<file path="config.mk">
export PLATFORM = sky130hd
export DESIGN_NAME = pc_fetch_controller
export DESIGN_NICKNAME = d
export VERILOG_FILES = /design/src/rtl/pc_ctrl_pkg.sv /design/src/rtl/pc_fetch_controller_sat_counter16.sv /design/src/rtl/pc_fetch_controller.sv
export SDC_FILE = /design/constraint.sdc
export NUM_CORES = 1
export LEC_CHECK = 0
export ABC_AREA = 1
export CORE_ASPECT_RATIO = 1.4
export CORE_MARGIN = 1.5
export CORE_UTILIZATION = 45
export CTS_BUF_LIST = sky130_fd_sc_hd__clkbuf_4
export DETAILED_ROUTE_END_ITERATION = 7
export GPL_ROUTABILITY_DRIVEN = 0
export PLACE_DENSITY = 0.85
export SLEW_MARGIN = 0
export SYNTH_ARGS = -nofsm -noshare
export SYNTH_HDL_FRONTEND = slang
export SYNTH_SLANG_ARGS = --single-unit
</file>
<file path="constraint.sdc">
create_clock -name clk -period 5.7 [get_ports clk]
set_input_delay 0.855 -clock clk [delete_from_list [all_inputs] [get_ports clk]]
set_output_delay 0.855 -clock clk [all_outputs]
set_load 0.05 [all_outputs]
</file>
<file path="src/rtl/pc_ctrl_pkg.sv">
// Shared types and constants for the fetch-stage PC controller.
package pc_ctrl_pkg;

  typedef enum logic {
    ST_RUN    = 1'b0,
    ST_REFILL = 1'b1
  } fetch_state_e;

  localparam logic [31:0] PC_INC           = 32'd4;
  localparam logic [31:0] DEFAULT_RESET_PC = 32'h0000_0000;

  // Fetch addresses are word aligned; the low two bits of any target are dropped.
  function automatic logic [31:0] word_align(input logic [31:0] addr);
    return {addr[31:2], 2'b00};
  endfunction

  function automatic logic [31:0] line_base(input logic [31:0] addr, input logic [31:0] line_mask);
    return addr & ~line_mask;
  endfunction

endpackage

</file>
<file path="src/rtl/pc_fetch_controller_sat_counter16.sv">
// 16-bit saturating event counter with increment enable and asynchronous reset.
module sat_counter16 (
  input  logic        i_clk,
  input  logic        i_rst,
  input  logic        i_inc,
  output logic [15:0] o_count
);

  logic [15:0] r_count;

  // Count enabled events, sticking at all-ones instead of wrapping.
  always_ff @(posedge i_clk or posedge i_rst) begin
    if (i_rst) begin
      r_count <= 16'h0000;
    end else if (i_inc && (r_count != 16'hFFFF)) begin
      r_count <= r_count + 16'd1;
    end else begin
      r_count <= r_count;
    end
  end

  assign o_count = r_count;

endmodule

</file>
<file path="src/rtl/pc_fetch_controller.sv">
// Fetch-stage PC sequencer: sequential/branch/jump next-PC selection, stall hold,
// and I-cache refill handshake with replay and deferred redirect.
module pc_fetch_controller
  import pc_ctrl_pkg::*;
#(
  parameter logic [31:0] RESET_PC   = DEFAULT_RESET_PC,
  parameter int          LINE_BYTES = 16
) (
  input  logic        clk,
  input  logic        rst,
  input  logic        hit,
  input  logic        stall,
  input  logic        branch_taken,
  input  logic [31:0] branch_target,
  input  logic        jump,
  input  logic [31:0] jump_target,
  input  logic        refill_done,
  output logic [31:0] pc,
  output logic        fetch_valid,
  output logic        refill_req,
  output logic [31:0] refill_addr,
  output logic [15:0] miss_count
);

  localparam logic [31:0] LINE_MASK = 32'(LINE_BYTES - 1);

  fetch_state_e r_state;
  logic [31:0]  r_pc;
  logic [31:0]  r_pend_pc;
  logic         r_pend_valid;
  logic         r_refill_req;
  logic [31:0]  r_refill_addr;

  logic         w_redir;
  logic [31:0]  w_target;
  logic         w_miss_start;

  // Branch is the older instruction, so it wins over a same-cycle jump.
  always_comb begin
    w_redir = branch_taken | jump;
    if (branch_taken) begin
      w_target = word_align(branch_target);
    end else begin
      w_target = word_align(jump_target);
    end
  end

  assign w_miss_start = (r_state == ST_RUN) & ~w_redir & ~hit;
  assign fetch_valid  = ~rst & (r_state == ST_RUN) & hit & ~w_redir & ~stall;

  // Owned state machine for the PC register and refill handshake.
  always_ff @(posedge clk or posedge rst) begin
    if (rst) begin
      r_state       <= ST_RUN;
      r_pc          <= RESET_PC;
      r_pend_pc     <= 32'h0000_0000;
      r_pend_valid  <= 1'b0;
      r_refill_req  <= 1'b0;
      r_refill_addr <= 32'h0000_0000;
    end else begin
      case (r_state)
        ST_RUN: begin
          if (w_redir) begin
            r_pc <= w_target;
          end else if (!hit) begin
            r_state       <= ST_REFILL;
            r_refill_req  <= 1'b1;
            r_refill_addr <= line_base(r_pc, LINE_MASK);
          end else if (!stall) begin
            r_pc <= r_pc + PC_INC;
          end else begin
            r_pc <= r_pc;
          end
        end
        ST_REFILL: begin
          // Refill always completes; redirects seen meanwhile are applied on return.
          if (refill_done) begin
            r_state      <= ST_RUN;
            r_refill_req <= 1'b0;
            r_pend_valid <= 1'b0;
            if (w_redir) begin
              r_pc <= w_target;
            end else if (r_pend_valid) begin
              r_pc <= r_pend_pc;
            end else begin
              r_pc <= r_pc;
            end
          end else if (w_redir) begin
            r_pend_pc    <= w_target;
            r_pend_valid <= 1'b1;
          end else begin
            r_pend_valid <= r_pend_valid;
          end
        end
        default: begin
          r_state      <= ST_RUN;
          r_refill_req <= 1'b0;
          r_pend_valid <= 1'b0;
        end
      endcase
    end
  end

  sat_counter16 u_miss_counter (
    .i_clk   (clk),
    .i_rst   (rst),
    .i_inc   (w_miss_start),
    .o_count (miss_count)
  );

  assign pc          = r_pc;
  assign refill_req  = r_refill_req;
  assign refill_addr = r_refill_addr;

endmodule

</file>
Word level (Yosys, flattened, before mapping)
Cells that the tools add are included.

Equality and inequality tests: 7. Divide/modulo/power cells: 0. Muxes and demuxes: 18. Reduce and logical (&&, ||, !) cells: 7. $add $sub $neg: 2. Multipliers: 0. Shift-type cells: 0. Order comparisons: 0. Bitwise logic cells: 13.

Operators with widths (count): two-way mux 32 bit (7); case mux 32 bit (2 select lines) (1); adder 32 x 3 -> 32 bit (second input constant) (1); adder 16 x 1 -> 16 bit (second input constant) (1); inequality test 16 bit (second input constant) (1); AND reduction 3 bit (3); two-way mux 1 bit (8); bitwise AND 1 bit (6); inequality test 2 bit (second input constant) (3); inequality test 3 bit (second input constant) (2); NOT 1 bit (6); case mux 1 bit (2 select lines) (2); AND reduction 4 bit (1); inequality test 3 x 1 -> 1 bit (second input constant) (1); AND reduction 2 bit (1); nonzero test 2 bit (1); logical AND 1 bit (1); bitwise OR 1 bit (1).

RAM bits: 0. Logic and storage cells: 54. Bits in read-only memories: 0. Bits of input ports: 71. Output and inout bits: 82. Memories kept: 0. Bits in latches: 0. Register bits: 111.

Logic depth before layout (Yosys ltp)
Word-level depth: 5. Depth in mapped cells: 11. Gate-level depth less buffers: 11.

Hierarchy
From an unflattened synthesis, not the netlist that was laid out.

Cell total of the unflattened synthesis: 826. Area, all modules: 6003.3 sq um.

Modules (own cells, without submodules): pc_fetch_controller (sequential area each 2277.2 sq um, times used 1, area an instance 4933.5 sq um, cells each 676); sat_counter16 (sequential area each 400.4 sq um, times used 1, area an instance 1069.8 sq um, cells each 150).

Worst setup path before layout
Ideal clock, no wire load.

Path type: input to output. Start point: input rst. End point: output fetch_valid. Data required time: 4.845 ns. Path buffers: 0. Data arrival time: 4.012 ns. Setup slack: 0.833 ns. Stages on the path: 3. Cell sequence: inv_1 nand3_1 nor2_1.

Word-level cells in the longest chain between the ends: 5.

RTL lines: start: declaration (RTL line pc_fetch_controller.sv:10) `input logic rst,`; NOT 1 bit (RTL line pc_fetch_controller.sv:49) `assign fetch_valid = ~rst & (r_state == ST_RUN) & hit & ~w_redir & ~stall;`; bitwise AND 1 bit (4 in series) (RTL line pc_fetch_controller.sv:49); end: declaration (RTL line pc_fetch_controller.sv:19) `output logic fetch_valid,`.

No other way between the ends.

Final worst setup path
Start point: input jump. End point: output fetch_valid.

Word-level cells in the longest chain between the ends: 4.

RTL lines: start: declaration (RTL line pc_fetch_controller.sv:15) `input logic jump,`; bitwise OR 1 bit (RTL line pc_fetch_controller.sv:40) `w_redir = branch_taken | jump;`; NOT 1 bit (no line); bitwise AND 1 bit (2 in series) (RTL line pc_fetch_controller.sv:49).

No other way between the ends.

==> run summary <==
The most critical setup path has its endpoint at fetch_valid. The detailed router finished its first iteration with 475 violations. The starting density of the core is 0.461. For this run, the post-layout net count is 1,005. The critical path contains buffers and inverters numbering 3 combined.

The die outline area is 0.0138 mm2. The routed design could run at a clock period as short as 3.58 ns. The area occupied by registers came out at 0.00268 mm2. The CTS clock-pin slew for the worst setup and hold paths came out at 0.16 ns. The flow ran to the end, and the final reports show no timing, DRC or antenna violations.

The area inside the core boundary is 0.0128 mm2. After global routing the overflow that remains totals 0. The overall via count from detail_route is 5,579. The number of buffers added to fix hold violations after cts is 0.

The data required time of the worst path is 4.85 ns. The boundary pin count came out at 153. The ratio of cells with drive above 1 in the final layout came out at 0.0395. The standard-cell row count came out at 49.

The dominant cell type by count on the critical path is clkdlybuf4s50_1. The first-pass GRT wire length is 24,400 um. The overall power of the completed layout came out at 2.53 mW. The type of the worst setup path is input pin to primary output. The final cycle utilization of the critical path came out at 0.628. Clock latency on the worst-skew pair, taken at its later pin, is 0.46 ns.

The final core area utilization came out at 0.581. The worst setup path is captured at a primary output. The number of detailed-routing iterations run before antenna repair is 6.

The cell area after synthesis is 0.00590 mm2. Setup violations remaining at the end of the flow were counted as 0. The number of antenna violations at the first check in global routing came out at 1. Data arrives at the worst endpoint at 2.72 ns.

Among all flip-flop cells after synthesis, the most frequent one is dfrtp_1. Setup total negative slack on the finished layout was measured at 0 ns. Using the TritonRoute via totals, the vias-per-cell ratio works out to 5.11. Setup repair after global routing left no endpoint under its margin.

In this run the critical register-to-register path is launched from r_state. Of all nets on the critical path, the largest fanout is 30. Dividing total power by cell area gives a power density of 340 mW/mm2.

Summed over all cells, the static leakage comes to 3.49 nW. Counting flops with a built-in enable in the synthesized netlist gives 0. The number of maximum-capacitance constraint violations came out at 0.

The worst min-delay path class is flop to flop. The maximum achievable frequency is 279 MHz. Tracing the worst setup path back leads to its startpoint at jump. In this run the vertical extent of the chip is 138 um. For this block, the routed nets add up to 14,900 um of wire. On the critical path the largest part of the delay comes from buffers and inverters. The layout has 1,172 filler cells. Yosys attributes the largest share of cell area to dfrtp_1, nand2_1, o21ai_0. At the pin with the least slew margin, the transition time is 0.802 ns. The clock tree skew after final layout came out at 0.0159 ns.

Walking the worst path, the cells encountered are clkdlybuf4s50_1 -> buf_4 -> nor2_8 -> nand3_1 -> nor2_1 -> clkdlybuf4s50_1. The largest stage delay on the critical path came out at 0.81 ns. The global-route usage over all layers came out at 0.219. The cell count along the critical path came out at 6. The number of sinks handled by clock tree synthesis came out at 107. The number of warnings issued by yosys is 0.

Summing all multi-input logic gate instances after layout gives 0.00266 mm2. In this run the register-to-register setup slack is 3.46 ns. The clock root buffer master is clkbuf_4. Dividing the synthesized area by the synthesized cell count gives 7.32 um2. The worst ir drop on vdd came out at 0.157 mV.

The number of global-route vias before repair is 5,034. The die width came out at 99.8 um. The cell count after synthesis is 806. The count of final hold-check violations came out at 0. The slowest stage of the critical path is the clkdlybuf4s50_1 cell. Detailed placement ended at an HPWL of 11,200 um.

The quantity of gates resized following cts came out at 0. The detail-routed net length per standard cell is 13.6 um. The number of buffers inserted by port buffering is 142. The post-synthesis sequential element count came out at 107.

The critical path launch point type is an input pin. The remaining routing DRC violations came out at 0. The biggest area consumer among synthesized cells is dfrtp_1.

Entering global routing, the biggest net connects 65 pins. The number of nets with antenna violations after routing came out at 0. The number of buffers created by CTS came out at 9. The sequential cell area fraction in the yosys report is 0.454. The worst register-to-register path ends at pc[7]. The buffers inserted during post-CTS setup optimization is 0. The logic depth of the worst register-to-register path is 8. The area overhead of the layout relative to synthesis is 26.3%. The final max-slew violation count came to 0.

The H-tree depth is 3. The max-slew headroom at the worst pin came out at 0.465. Of the post-synthesis cell area, the dominant cell type holds 0.454.

The number of different library cells in the post-synthesis netlist came out at 38. TritonCTS built the clock tree. Counting along the longest clock path gives a buffer depth of 2. The post-synthesis async set-or-reset flop share is 1.00.
-- worst min-delay path, delay by kind of cell (launching register included) --
kind	cells	cell delay, ns
flip-flops	1	0.38
AND/OR/NAND/NOR	2	0.10
-- worst min-delay path by stage --
stage | start | endpoint | slack [ns] | depth (start not counted)
CTS | refill_addr[17] | refill_addr[17] | 0.50 | 2
global placement | refill_addr[17] | refill_addr[17] | 0.46 | 2
finish | refill_addr[17] | refill_addr[17] | 0.50 | 2
detailed placement | refill_addr[17] | refill_addr[17] | 0.46 | 2
global route | refill_addr[15] | refill_addr[15] | 0.52 | 2
floorplan | r_pend_pc[12] | r_pend_pc[12] | 0.45 | 2
-- through the flow --
stage                     setup WS (ns)  area, um2  instances  hold WS (ns)
final                              2.12       7450       1091         0.499
after detailed placement           2.10       7340       1074         0.463
after CTS                          2.10       7450       1090         0.501
after global placement             2.09       7340       1074         0.457
after floorplan                   0.833       5920        811         0.453
after global routing               1.98       7450       1091         0.520
-- layout by cell type, fill, tap and decap left out, drive strengths merged, types with 9 or more instances in the layout --
| cell | netlist | final |
|---|---|---|
| a21oi | 19 | 19 |
| clkbuf | 12 | 9 |
| clkdlybuf4s50 | 0 | 142 |
| dfrtp | 107 | 107 |
| inv | 93 | 94 |
| nand2 | 239 | 239 |
| nand3 | 41 | 41 |
| nor2 | 104 | 104 |
| o21ai | 99 | 99 |
| o22ai | 26 | 26 |
| xor2 | 14 | 14 |
-- power by group --
group	switching [mW]	internal (mW)
Sequential	0.135	0.934
Combinational	0.756	0.376
Clock	0.244	0.0877
Total	1.13	1.40
-- state kept, by name, indices dropped and copies added, names as in the netlist --
| register | flops |
|---|---|
| refill_req | 1 |
| r_state | 1 |
| r_pend_pc | 30 |
| refill_addr | 28 |
| u_miss_counter.o_count | 16 |
| pc | 30 |
| r_pend_valid | 1 |
-- layout make-up --
cell class                      instances  share of cell area
Tap cell                              153              0.0257
Antenna cell                            1            0.000336
Timing Repair Buffer                  147               0.196
Inverter                               93              0.0475
Multi-Input combinational cell        574               0.357
Clock buffer                            9             0.00907
Clock inverter                          7             0.00571
Sequential cell                       107               0.359
-- per-layer routing --
metal	GRT usage	routed length (um)	part of all wire	vias up
li1	-	-	-	2815
met1	0.279	6210	0.42	2530
met2	0.364	7440	0.50	199
met3	0.0359	754	0.051	35
met4	0.0956	465	0.031	0
met5	0	0	0	-
-- Yosys cell counts, drive strengths merged, types with 3 or more instances --
library cell,instances
o22ai,26
a22oi,3
o211ai,3
o21ai,99
buf,25
xor2,14
clkbuf,12
nor2,104
a21oi,19
nand3,41
dfrtp,107
nand2,239
inv,93
nor3,6
-- cells by family after synthesis --
group	after synthesis	synth area share
buf+inv	130	0.0992
fa+ha+maj	2	0.00424
other cells	1	0.000636
xor+xnor	14	0.0208
flops	107	0.454
compound gates	154	0.142
simple gates	398	0.279
Note: power is estimated with default switching activity, not from simulation.
